$ cat config.mk
export PLATFORM = sky130hd
export DESIGN_NAME = pc_sequencer
export DESIGN_NICKNAME = d
export VERILOG_FILES = /design/src/rtl/pc_sequencer_pkg.sv /design/src/rtl/pc_sequencer_npc_sel.sv /design/src/rtl/pc_sequencer.sv
export SDC_FILE = /design/constraint.sdc
export NUM_CORES = 1
export LEC_CHECK = 0
export CAP_MARGIN = 20
export CORE_MARGIN = 2
export CORE_UTILIZATION = 50
export CTS_BUF_LIST = sky130_fd_sc_hd__clkbuf_4 sky130_fd_sc_hd__clkbuf_8 sky130_fd_sc_hd__clkbuf_16
export DETAILED_ROUTE_END_ITERATION = 8
export PLACE_DENSITY = 0.88
export SLEW_MARGIN = 25
export SYNTH_ARGS = -nofsm -noshare
export SYNTH_HDL_FRONTEND = slang
export SYNTH_SLANG_ARGS = --single-unit
$ cat constraint.sdc
create_clock -name clk -period 6.85 [get_ports clk]
set_input_delay 2.055 -clock clk [delete_from_list [all_inputs] [get_ports clk]]
set_output_delay 2.055 -clock clk [all_outputs]
set_load 0.02 [all_outputs]
$ cat src/rtl/pc_sequencer_pkg.sv
// Shared definitions for the program-counter sequencer: state encoding,
// word stride and the default reset vector.
package pc_sequencer_pkg;

  localparam logic [1:0]  ST_RST   = 2'd0;
  localparam logic [1:0]  ST_FETCH = 2'd1;
  localparam logic [1:0]  ST_EXEC  = 2'd2;

  localparam logic [31:0] WORD             = 32'd4;
  localparam logic [31:0] DEFAULT_RESET_PC = 32'h0000_0000;

  typedef enum logic [1:0] {
    S_RST   = ST_RST,
    S_FETCH = ST_FETCH,
    S_EXEC  = ST_EXEC
  } state_e;

  function automatic logic [31:0] word_align(input logic [31:0] addr);
    return {addr[31:2], 2'b00};
  endfunction

endpackage

$ cat src/rtl/pc_sequencer_npc_sel.sv
// Combinational next-PC select: jump beats taken branch beats fall-through,
// and the result is always word aligned.
module npc_sel
  import pc_sequencer_pkg::*;
(
  input  logic [31:0] pc_plus4,
  input  logic [31:0] offset,
  input  logic [31:0] target,
  input  logic        jmp,
  input  logic        branch,
  input  logic        br_eq,
  output logic [31:0] npc
);

  always_comb begin
    npc = word_align(pc_plus4);
    if (jmp) begin
      npc = word_align(target);
    end else if (branch && br_eq) begin
      npc = word_align(pc_plus4 + offset);
    end
  end

endmodule

$ cat src/rtl/pc_sequencer.sv
// Owns the core PC: fetch handshake, one execute slot per instruction,
// next-PC update with optional single branch delay slot, retire counter.
module pc_sequencer
  import pc_sequencer_pkg::*;
#(
  parameter logic [31:0] RESET_PC   = DEFAULT_RESET_PC,
  parameter bit          DELAY_SLOT = 1'b0
) (
  input  logic        clk,
  input  logic        rst,
  output logic        imem_req,
  output logic [31:0] imem_addr,
  input  logic        imem_ack,
  output logic        instr_valid,
  input  logic        stall,
  input  logic        jmp,
  input  logic        branch,
  input  logic        br_eq,
  input  logic [31:0] offset,
  input  logic [31:0] target,
  output logic [31:0] pc,
  output logic [31:0] pc_plus4,
  output logic        redirect,
  output logic [31:0] retire_cnt
);

  state_e      state_q;
  logic [31:0] pc_q;
  logic [31:0] pend_pc_q;
  logic        pending_q;
  logic        req_q;
  logic        valid_q;
  logic        redirect_q;
  logic [31:0] cnt_q;

  logic [31:0] pc_plus4_d;
  logic [31:0] npc_d;
  logic        taken_d;

  assign pc_plus4_d = pc_q + WORD;
  assign taken_d    = jmp | (branch & br_eq);

  npc_sel u_npc_sel (
    .pc_plus4 (pc_plus4_d),
    .offset   (offset),
    .target   (target),
    .jmp      (jmp),
    .branch   (branch),
    .br_eq    (br_eq),
    .npc      (npc_d)
  );

  always_ff @(posedge clk) begin
    if (rst) begin
      state_q    <= S_RST;
      pc_q       <= word_align(RESET_PC);
      pend_pc_q  <= '0;
      pending_q  <= 1'b0;
      req_q      <= 1'b0;
      valid_q    <= 1'b0;
      redirect_q <= 1'b0;
      cnt_q      <= '0;
    end else begin
      redirect_q <= 1'b0;
      case (state_q)
        S_RST: begin
          state_q <= S_FETCH;
          req_q   <= 1'b1;
        end
        S_FETCH: begin
          if (imem_ack) begin
            state_q <= S_EXEC;
            req_q   <= 1'b0;
            valid_q <= 1'b1;
          end
        end
        S_EXEC: begin
          if (!stall) begin
            state_q <= S_FETCH;
            req_q   <= 1'b1;
            valid_q <= 1'b0;
            cnt_q   <= cnt_q + 32'd1;
            // In the delay slot any new jmp/branch is ignored; the stored target wins.
            if (DELAY_SLOT && pending_q) begin
              pc_q       <= pend_pc_q;
              pending_q  <= 1'b0;
              redirect_q <= 1'b1;
            end else if (DELAY_SLOT && taken_d) begin
              pend_pc_q <= npc_d;
              pending_q <= 1'b1;
              pc_q      <= word_align(pc_plus4_d);
            end else begin
              pc_q       <= npc_d;
              redirect_q <= taken_d;
            end
          end
        end
        default: begin
          state_q <= S_RST;
          req_q   <= 1'b0;
          valid_q <= 1'b0;
        end
      endcase
    end
  end

  assign imem_req    = req_q;
  assign imem_addr   = pc_q;
  assign instr_valid = valid_q;
  assign pc          = pc_q;
  assign pc_plus4    = pc_plus4_d;
  assign redirect    = redirect_q;
  assign retire_cnt  = cnt_q;

endmodule

==> flow_summary.json <==
{
  "status": "finished clean",
  "first_pass_iters": 5,
  "end_kind": "output pin",
  "worstSetupStartpointType": "flip-flop",
  "nets": 1002,
  "share_of_post_route_cells_with_drive_strength_above_1": 0.04343,
  "max_cap_violations": 0,
  "n_fill_cell": 887,
  "synth.yosys.warnings": 0,
  "fmaxAchievable_mhz": 181.1,
  "overall_track_demand_over_capacity_in_global_routing": 0.2815,
  "globalRouteOverflowTotal": 0,
  "critPathArrivalTime_ps": 3470,
  "cp_data_required_time_ps": 4800,
  "r2r-start": "imem_addr[2]",
  "die-width_um": 109.2,
  "synth-seq-cells": 66,
  "initial_core_util": 0.5103,
  "layout.cells.most_common": "sky130_fd_sc_hd__clkdlybuf4s50_1",
  "core_um2": 10840,
  "fin_crit_ps": 5522,
  "min-delay-start": "imem_addr[15]",
  "path_class": "reg2out",
  "min-delay-path-class": "reg2reg",
  "synth_compound_gate_area_share": 0.2058,
  "avgSynthCellArea_um2": 7.455,
  "number_of_hold_slack_violations_in_the_final_timing_report": 0,
  "clk_pin_slew_worst_paths_ps": 80,
  "synth-async-reset-ratio": 0,
  "maxSlewHeadroom": 0.3635,
  "holdWs_ps": 498.1,
  "yosys-mux-area-fraction": 0.003845,
  "io_buffer_count": 191,
  "finalWeightedCongestion": 0.9301,
  "insertion_delay_ps": 350,
  "lkg_pwr_nw": 2.912,
  "skew_ps": 9.008,
  "synth-simple-area-share": 0.2653,
  "place.detailed.hpwl_um": 12400,
  "grt_pass1_wl_um": 26790,
  "cts-hold-fix-buffers": 0,
  "fp.dieH_um": 109.2,
  "htree_num_levels": 3,
  "wirelength_um": 16910,
  "clockRootBuffer": "sky130_fd_sc_hd__clkbuf_8",
  "total_power_w": 0.0009943,
  "synth-seq-area-share": 0.2389,
  "setup_tns_ps": 0,
  "finalMaxSlewViolations": 0,
  "post_cts_resized": 0,
  "largest_family_of_logic_cells_by_synthesized_area": "simple AND/OR/NAND/NOR gates",
  "synth_edf_count": 0,
  "numCtsBuffers": 9,
  "critical_path.startpoint": "imem_addr[2]",
  "vias_per_cell": 5.717,
  "drt_first_iter_violations": 423,
  "clock_tree_from_tritoncts": "done",
  "yosysUniqueCellTypes": 64,
  "netlist_area_um2": 5532,
  "first_global_vias": 5463,
  "grt_max_degree": 58,
  "mostFrequentLayoutCells": "sky130_fd_sc_hd__clkdlybuf4s50_1, sky130_fd_sc_hd__nor2_1, sky130_fd_sc_hd__nand2_1",
  "grt_antenna_before_repair": 0,
  "power_density_nw_per_um2": 131.6,
  "post_synthesis_to_final_layout_area_growth_pct": 36.62,
  "postCtsSetupBuffers": 0,
  "grt_setup_unrepaired": "no",
  "synth-main-ff-cell": "sky130_fd_sc_hd__dfxtp_1",
  "route.antenna.remaining_nets": 0,
  "antenna_fix_cells": 0,
  "ctsLongestPathBuffers": 2,
  "dp_slack_ps": 1632,
  "yosys.area_share.adder": 0.08731,
  "finalCritPeriodShare": 0.8061,
  "placement_rows": 38,
  "synth_cells": 742,
  "tightest_slew_ps": 953.8,
  "clock_sink_count": 66,
  "route.vias.total": 5934,
  "synth_xor_xnor_area_share": 0.1190,
  "setup_slack_ps": 1328,
  "route.detailed.wl_per_inst_um": 16.29,
  "die_area_um2": 11920,
  "remaining_drc_errors": 0,
  "power.ir.vdd_worst_uv": 85.61,
  "finalSetupViolCount": 0,
  "crit_path_max_fanout": 8,
  "io_pins": 202
}
## cells in the mapped netlist, drive strengths merged, types with 6 or more instances
library cell | number | share of area
inv | 17 | 0.012
buf | 40 | 0.052
nand2b | 8 | 0.0090
ha | 37 | 0.084
nor2 | 95 | 0.064
or3 | 9 | 0.010
clkbuf | 23 | 0.016
xnor2 | 36 | 0.057
a21oi | 56 | 0.051
o21ai | 46 | 0.042
and3 | 13 | 0.015
nand4 | 21 | 0.028
nor2b | 6 | 0.0068
a211oi | 8 | 0.011
a21o | 13 | 0.018
nand2 | 74 | 0.050
nor3 | 19 | 0.020
nand3 | 40 | 0.036
xor2 | 37 | 0.062
dfxtp | 66 | 0.24
o211ai | 12 | 0.016
## through the flow
| step | area (um^2) | utilization | instances |
|---|---|---|---|
| floorplan | 5550 | - | 747 |
| CTS | 7557 | 0.6971 | 1038 |
| detailed placement | 7311 | 0.6744 | 1022 |
| finish | 7557 | 0.6971 | 1038 |
| global route | 7557 | 0.6971 | 1038 |
| global placement | 7311 | 0.6744 | 1022 |
## critical path, stage by stage, from the launching register on
cell and delay (ps):
sky130_fd_sc_hd__dfxtp_1 490, sky130_fd_sc_hd__ha_1 310, sky130_fd_sc_hd__nand4_1 220, sky130_fd_sc_hd__nor2_1 460, sky130_fd_sc_hd__nand4_1 380, sky130_fd_sc_hd__nand2b_1 270
sky130_fd_sc_hd__xnor2_1 310, sky130_fd_sc_hd__clkdlybuf4s50_1 670
## final timing paths
check	end	slack [ps]	cells after the start
worst max-delay path	pc_plus4[28]	1330	7
worst min-delay path	imem_addr[15]	500	2
worst max register to register	imem_addr[30]	2380	15
worst min register to register	imem_addr[15]	500	2
## layout make-up
cell class                 count  area (um^2)  share of cell area
multi-input combinational    601         3791              0.5017
timing repair buffer         198         1959              0.2593
sequential                    66         1321              0.1748
inverter                      17        63.81            0.008444
tap                          140        175.2             0.02318
clock buffer                  10        131.4             0.01738
clock inverter                 6        115.1             0.01523
## cell families after synthesis
| logic type | count (synthesis) |
|---|---|
| AO/OA/AOI/OAI | 180 |
| adder cells (fa/ha/maj) | 38 |
| other | 1 |
| multiplexers | 2 |
| XOR/XNOR | 73 |
| AND/OR/NAND/NOR | 302 |
| buffers and inverters | 80 |
| flip-flops | 66 |
## per-layer routing
| metal | part of all wire | track usage | up-vias |
|---|---|---|---|
| met3 | 0.070 | 0.03048 | 41 |
| met2 | 0.47 | 0.4734 | 268 |
| met4 | 0.027 | 0.1139 | 0 |
| li1 | - | - | 2897 |
| met1 | 0.43 | 0.3674 | 2728 |
| met5 | 0 | 0 | - |
## registers in the layout, indices dropped and copies added, names as in the netlist
register / cells
imem_addr: 30
instr_valid: 1
redirect: 1
retire_cnt: 32
state_q: 2
## power breakdown
group	internal (W)	switching, W	leakage (nW)
Sequential	0.000388	0.00000707	0.533
Clock	0.000247	0.000167	0.120
Combinational	0.0000880	0.0000974	2.26
Total	0.000723	0.000271	2.91
Note: power is estimated with default switching activity, not from simulation.
